$ cat src/rtl/audio_adc_rx_stream.sv
// Serial audio ADC receiver: synchronises codec BCLK/ADCLRCK/ADCDAT, deserialises
// I2S or left-justified frames and queues samples in a FWFT FIFO on a valid/ready stream.
module audio_adc_rx_stream #(
  parameter int SAMPLE_WIDTH = 24,
  parameter int NUM_CHANNELS = 2,
  parameter int FIFO_DEPTH   = 8,
  parameter int LEVEL_W      = 4
) (
  input  logic                    clk_clk,
  input  logic                    reset_reset_n,
  input  logic                    audio_interface_ADCDAT,
  input  logic                    audio_interface_ADCLRCK,
  input  logic                    audio_interface_BCLK,
  input  logic                    enable,
  input  logic                    i2s_mode,
  input  logic                    clear_overflow,
  output logic [SAMPLE_WIDTH-1:0] out_data,
  output logic                    out_channel,
  output logic                    out_valid,
  input  logic                    out_ready,
  output logic [LEVEL_W-1:0]      fifo_level,
  output logic                    overflow
);

  localparam int AW = $clog2(FIFO_DEPTH);
  localparam logic [SAMPLE_WIDTH-1:0] FIRST_BIT = {1'b1, {(SAMPLE_WIDTH-1){1'b0}}};

  typedef enum logic [2:0] {S_IDLE, S_SKIP, S_SHIFT, S_PUSH, S_WAIT} state_t;

  logic [2:0] bclk_sr;
  logic [2:0] lrck_sr;
  logic [1:0] dat_sr;
  logic       bclk_rise;
  logic       lrck_toggle;

  // Synchronisers keep tracking the pins through reset so no false LRCK edge appears on release.
  always_ff @(posedge clk_clk) begin
    bclk_sr <= {bclk_sr[1:0], audio_interface_BCLK};
    lrck_sr <= {lrck_sr[1:0], audio_interface_ADCLRCK};
    dat_sr  <= {dat_sr[0], audio_interface_ADCDAT};
  end

  assign bclk_rise   = bclk_sr[1] & ~bclk_sr[2];
  assign lrck_toggle = lrck_sr[1] ^ lrck_sr[2];

  state_t                  state, state_n;
  logic [SAMPLE_WIDTH-1:0] shift_reg, shift_n;
  logic [SAMPLE_WIDTH-1:0] bit_mask, mask_n;
  logic                    channel, chan_n;
  logic                    wr_req;
  logic                    start;

  always_ff @(posedge clk_clk) begin
    if (!reset_reset_n) begin
      state     <= S_IDLE;
      shift_reg <= '0;
      bit_mask  <= '0;
      channel   <= 1'b0;
    end else begin
      state     <= state_n;
      shift_reg <= shift_n;
      bit_mask  <= mask_n;
      channel   <= chan_n;
    end
  end

  // bit_mask walks a one-hot from the MSB, so a short frame is already left-aligned and zero-filled.
  always_comb begin
    state_n = state;
    shift_n = shift_reg;
    mask_n  = bit_mask;
    chan_n  = channel;
    wr_req  = 1'b0;
    start   = 1'b0;
    if (!enable) begin
      state_n = S_IDLE;
    end else begin
      case (state)
        S_IDLE:  start = lrck_toggle;
        S_SKIP: begin
          if (lrck_toggle)    start = 1'b1;
          else if (bclk_rise) state_n = S_SHIFT;
        end
        S_SHIFT: begin
          if (lrck_toggle) begin
            wr_req = 1'b1;
            start  = 1'b1;
          end else if (bclk_rise) begin
            shift_n = dat_sr[1] ? (shift_reg | bit_mask) : shift_reg;
            mask_n  = bit_mask >> 1;
            if (bit_mask[0]) state_n = S_PUSH;
          end
        end
        S_PUSH: begin
          wr_req = 1'b1;
          if (lrck_toggle) start = 1'b1;
          else             state_n = S_WAIT;
        end
        S_WAIT:  start = lrck_toggle;
        default: state_n = S_IDLE;
      endcase
      if (start) begin
        chan_n  = i2s_mode ? lrck_sr[1] : ~lrck_sr[1];
        shift_n = '0;
        mask_n  = FIRST_BIT;
        state_n = i2s_mode ? S_SKIP : S_SHIFT;
      end
    end
  end

  logic                    fifo_wr;
  logic                    do_push;
  logic                    do_pop;
  logic                    full;
  logic [AW-1:0]           wr_ptr;
  logic [AW-1:0]           rd_ptr;
  logic [LEVEL_W-1:0]      level_n;
  logic [SAMPLE_WIDTH-1:0] mem_data [FIFO_DEPTH];
  logic                    mem_chan [FIFO_DEPTH];

  assign fifo_wr = wr_req && ((NUM_CHANNELS != 1) || !channel);
  assign full    = (fifo_level == LEVEL_W'(FIFO_DEPTH));
  assign do_pop  = out_valid & out_ready;
  assign do_push = fifo_wr & (~full | do_pop);

  always_comb begin
    level_n = fifo_level;
    if (do_push && !do_pop)      level_n = fifo_level + 1'b1;
    else if (!do_push && do_pop) level_n = fifo_level - 1'b1;
  end

  // A push into a full FIFO lands in the slot the simultaneous pop is vacating.
  always_ff @(posedge clk_clk) begin
    if (!reset_reset_n) begin
      wr_ptr     <= '0;
      rd_ptr     <= '0;
      fifo_level <= '0;
      out_valid  <= 1'b0;
      overflow   <= 1'b0;
      for (int i = 0; i < FIFO_DEPTH; i++) begin
        mem_data[i] <= '0;
        mem_chan[i] <= 1'b0;
      end
    end else begin
      if (do_push) begin
        mem_data[wr_ptr] <= shift_reg;
        mem_chan[wr_ptr] <= channel;
        wr_ptr           <= wr_ptr + 1'b1;
      end
      if (do_pop) rd_ptr <= rd_ptr + 1'b1;
      fifo_level <= level_n;
      out_valid  <= (level_n != '0);
      if (fifo_wr && full && !do_pop) overflow <= 1'b1;
      else if (clear_overflow)        overflow <= 1'b0;
    end
  end

  assign out_data    = mem_data[rd_ptr];
  assign out_channel = mem_chan[rd_ptr];

endmodule

$ cat config.mk
export PLATFORM = sky130hd
export DESIGN_NAME = audio_adc_rx_stream
export DESIGN_NICKNAME = d
export VERILOG_FILES = /design/src/rtl/audio_adc_rx_stream.sv
export SDC_FILE = /design/constraint.sdc
export NUM_CORES = 1
export LEC_CHECK = 0
export ABC_AREA = 1
export CORE_UTILIZATION = 50
export CTS_CLUSTER_DIAMETER = 120
export DETAILED_ROUTE_END_ITERATION = 6
export PLACE_DENSITY = 0.7
export SLEW_MARGIN = 15
export SYNTH_ARGS = -nofsm -noshare
export SYNTH_HDL_FRONTEND = slang
export SYNTH_SLANG_ARGS = --single-unit
$ cat constraint.sdc
create_clock -name clk_clk -period 2.5 [get_ports clk_clk]
set_input_delay 0.5 -clock clk_clk [delete_from_list [all_inputs] [get_ports clk_clk]]
set_output_delay 0.5 -clock clk_clk [all_outputs]
set_load 0.01 [all_outputs]
## Yosys cells after proc, flatten, opt, wreduce, memory -nomap -nowiden

Memories as Yosys holds them, arrays and structs flattened. A register that Yosys moved wholly into a read port is not among the register bits.
Cells that the tools add are included.

- Output and inout port bits: 31
- RAM bits: 200
- Bits of input ports: 9
- Memories kept: 2
- Logic and storage cells: 103
- Bits in registers: 72

- Reductions and logical operators: 21
- Eq/ne operators: 13
- Muxes and demuxes: 42
- Add/subtract/negate cells: 4
- Bitwise gates (word level): 9

Memories:

| memory | words | width | read ports | clocked after Yosys merged registers in | wr ports | line | text |
|---|---|---|---|---|---|---|---|
| mem_data | 8 | 24 | 1 | 1 | 8 | 118 | `logic [SAMPLE_WIDTH-1:0] mem_data [FIFO_DEPTH];` |
| mem_chan | 8 | 1 | 1 | 1 | 8 | 119 | `logic mem_chan [FIFO_DEPTH];` |

Operator list:

| cell | count |
|---|---|
| $mux 24 | 10 |
| $mux 3 | 13 |
| $or 24x24->24 | 1 |
| $reduce_or 24->1 | 1 |
| $ne 3x3->1 const B | 6 |
| $mux 1 | 13 |
| $pmux 3 s4 | 1 |
| $mux 4 | 2 |
| $reduce_bool 2->1 | 4 |
| $reduce_and 7->1 | 1 |
| $add 3x1->3 const B | 2 |
| $eq 3x2->1 const B | 2 |
| $reduce_and 5->1 | 1 |
| $add 4x1->4 const B | 1 |
| $eq 4x4->1 const B | 1 |
| $logic_and 1x1->1 | 4 |
| $ne 2x1->1 const B | 2 |
| $pmux 1 s2 | 2 |
| $reduce_and 2->1 | 2 |
| $reduce_and 4->1 | 1 |
| $reduce_bool 4->1 | 1 |
| $sub 4x1->4 const B | 1 |
| $and 1x1->1 | 3 |
| $eq 3x1->1 const B | 1 |
| other kinds (10) | 13 |

## Longest topological paths before layout

Gate-level depths: netlist (run 1).

- Depth in word-level cells: 10
- Gate-level depth with buffers: 11
- Depth with buffers taken out: 11

## Worst setup path before layout (run 1)

OpenSTA, ideal clock, no wires.

- Path kind: register to register
- Start point: register fifo_level[0]
- End point: memory mem_data[0][0] (enable)
- Clock period less this slack: 2.610 ns
- Setup time: 0.381 ns
- Buffers on the path: 1
- Data required time: 2.119 ns
- Stages on the path, launching flop included: 11
- Path slack: -0.110 ns
- Data arrival time: 2.229 ns
- Cells stage by stage: dfxtp_1 inv_1 ha_1 nand3_1 nor2_1 nor2_4 inv_2 nor3_4 nand2_4 buf_6 nand2_1

RTL lines:

| what | line | text |
|---|---|---|
| start: declaration | 21 | `output logic [LEVEL_W-1:0] fifo_level,` |
| start signal: assignment | 151 | `fifo_level <= level_n;` |
| end: declaration | 118 |  |

==> flow_summary.json, run 1 <==
{
  "grt_first_pass_wirelength_um": 43900,
  "clock_skew_ns": 0.00706,
  "nNetsFinal": 1247,
  "setup_viol_count_final": 0,
  "die_area_um2": 23500,
  "synth_seq_cells": 275,
  "seq_area_um2": 7430,
  "maxCapViolations": 0,
  "critPathKind": "reg -> out",
  "yosys_warnings": 0,
  "syn_nets": 1177,
  "dieHeight_um": 153,
  "layout-drive-gt1-share": 0.159,
  "ios": 40,
  "synth.most_common_cell": "nor2_1",
  "avgViaCountPerCell": 5.55,
  "crit_path_max_fanout": 8,
  "ys_async_sr_fraction": 0,
  "hpwl_um": 16400,
  "yosysUniqueCellTypes": 31,
  "grt_max_degree": 50,
  "post_dp_cell_area_um2": 12500,
  "avgSynthCellArea_um2": 9.85,
  "wl_per_cell_um": 17.9,
  "holdBufCountCts": 0,
  "arrival_ns": 1.95,
  "slew_viol_final": 0,
  "rsz0062_at_grt": "yes",
  "clk_pin_slew_worst_paths_ns": 0.06,
  "synth_area_leaders": "edfxtp_1 (50%), dfxtp_1 (15%), nor2_1 (12%)",
  "timing.final.hold_violations": 0,
  "worst-endpoint-required_ns": 2.00,
  "largest_register_ffs": 192,
  "cts_root_buf": "clkbuf_16",
  "seq_area_frac_synth": 0.649,
  "yosysTopAreaCellShare": 0.503,
  "cts_buffers": 28,
  "htreeDepth": 1,
  "overflow": 0,
  "end_kind": "output pin",
  "fp.dieW_um": 153,
  "drcViolationCount": 0,
  "maxSlewHeadroom": 0.731,
  "totalWireLength_um": 27600,
  "p_total_uw": 12400,
  "period_needed_ns": 2.45,
  "stdcell_area_um2": 13900,
  "rows": 55,
  "power_density_nw_per_um2": 891,
  "hold_class": "reg -> reg",
  "start_util": 0.507,
  "port_buffers": 39,
  "min_period_over_period": 0.980,
  "startpoint_type": "flop",
  "clockBufferDepth": 3,
  "ir_drop_mv": 0.458,
  "clk_latency_ns": 0.54,
  "cts_tree": "yes",
  "yosys_most_used_dff": "edfxtp_1",
  "first_global_vias": 8318,
  "synth-edff-count": 192,
  "n_antenna_cell": 0,
  "tightest_slew_ns": 0.400,
  "synth_area_um2": 11500,
  "synthCells": 1163,
  "grt.total_usage": 0.238,
  "run_status": "complete, no violations",
  "fillers": 1749,
  "multiInputGateArea_um2": 3550,
  "first_iter_violations": 712,
  "drtAntennaViolNets": 0,
  "synth_area_leader_cell": "edfxtp_1",
  "numClockSinks": 275,
  "gp_congestion": 0.832,
  "core-area_um2": 22600,
  "first_pass_iters": 5,
  "route.vias.total": 8548,
  "max_freq_mhz": 408,
  "antenna_found_initial": 0,
  "syn_to_final_growth_pct": 21.6,
  "p_leak_uw": 0.00506,
  "ys_top_cells_by_count": "nor2_1 (373), edfxtp_1 (192), o21ai_0 (111), dfxtp_1 (83), nand2_1 (83)"
}
==> logic make-up (layout without fill, tap and decap cells) <==
logic type      after synthesis  in the layout  synth area share
compound gates              228            228             0.110
xor+xnor                      5              5           0.00382
fa+ha+maj                     5              5           0.00546
buf+inv                     142            234            0.0532
flops                       275            275             0.649
simple gates                508            508             0.178
==> critical path: stages (launching register included) <==
cell and delay [ns]:
dfxtp_4 0.38, buf_8 0.15, clkbuf_16 0.16, buf_4 0.13, nor2_2 0.09, o21ai_1 0.08
a31oi_1 0.24, buf_2 0.18
==> area by class of cell <==
| cell class | instances | area share |
|---|---|---|
| inverter | 75 | 0.0208 |
| tap | 285 | 0.0256 |
| clock inverter | 19 | 0.0183 |
| clock buffer | 33 | 0.0593 |
| multi-input combinational | 746 | 0.255 |
| sequential | 275 | 0.534 |
| timing repair buffer | 107 | 0.0873 |
==> placed cells by master, fill, tap and decap left out, drive strengths merged <==
master	n
a211oi	9
a21oi	44
a221oi	8
a31oi	26
buf	88
bufinv	6
clkbuf	38
clkdlybuf4s50	14
clkinv	32
clkinvlp	6
dfxtp	83
edfxtp	192
ha	5
inv	50
nand2	89
nand3	23
nand4	4
nor2	387
nor3	5
o211ai	1
o21ai	112
o21bai	1
o22ai	27
xnor2	1
xor2	4
==> final timing paths <==
check / to / depth (start not counted) / slack, ns / startpoint
worst max-delay path: out_data[20] / 7 / 0.05 / flop
worst min-delay path: bclk_sr[1] / 0 / 0.33 / bclk_sr[0]
worst max register to register: mem_data[1][21] / 10 / 0.34 / fifo_level[0]
worst min register to register: bclk_sr[1] / 0 / 0.33 / bclk_sr[0]
==> through the flow <==
stage / instances / setup WS, ns / hold slack [ns] / setup TNS, ns / util
finish: 1540 / 0.0504 / 0.327 / 0 / 0.617
global route: 1540 / -0.0490 / 0.337 / -0.287 / 0.617
global placement: 1476 / 0.0747 / 0.313 / 0 / 0.556
detailed placement: 1476 / 0.0399 / 0.314 / 0 / 0.556
floorplan: 1163 / 0.123 / 0.310 / 0 / -
CTS: 1539 / -0.00880 / 0.328 / -0.0131 / 0.611
==> report_power, final <==
group	leakage (µW)	switching [µW]	internal (µW)	total, µW
Clock	0.000519	1760	2980	4740
Sequential	0.00266	116	5050	5160
Combinational	0.00188	1450	1050	2500
Total	0.00506	3330	9080	12400
==> layer usage <==
metal,GRT usage,up-vias,part of all wire
met2,0.406,346,0.48
met4,0.0848,0,0.023
li1,-,4087,-
met3,0.0349,51,0.069
met5,0,-,0
met1,0.311,4064,0.43
==> timing repair <==
item / 4_1_cts / 5_1_grt
resized for setup: 135 / 59
cloned: 4 / 3
setup endpoints to repair: 25 / 25
buffers inserted: 7 / 3
pin swaps: 18 / 28
Note: power is estimated with default switching activity, not from simulation.
==> run 2: changes to the inputs <==
--- a/config.mk
+++ b/config.mk
@@ -9,6 +9,7 @@
 export CORE_UTILIZATION = 50
 export CTS_CLUSTER_DIAMETER = 120
 export DETAILED_ROUTE_END_ITERATION = 6
+export GPL_TIMING_DRIVEN = 1
 export PLACE_DENSITY = 0.7
 export SLEW_MARGIN = 15
 export SYNTH_ARGS = -nofsm -noshare
==> results of run 2 <==
Same layout as run 1: the final DEF is identical, and so are final timing and power.
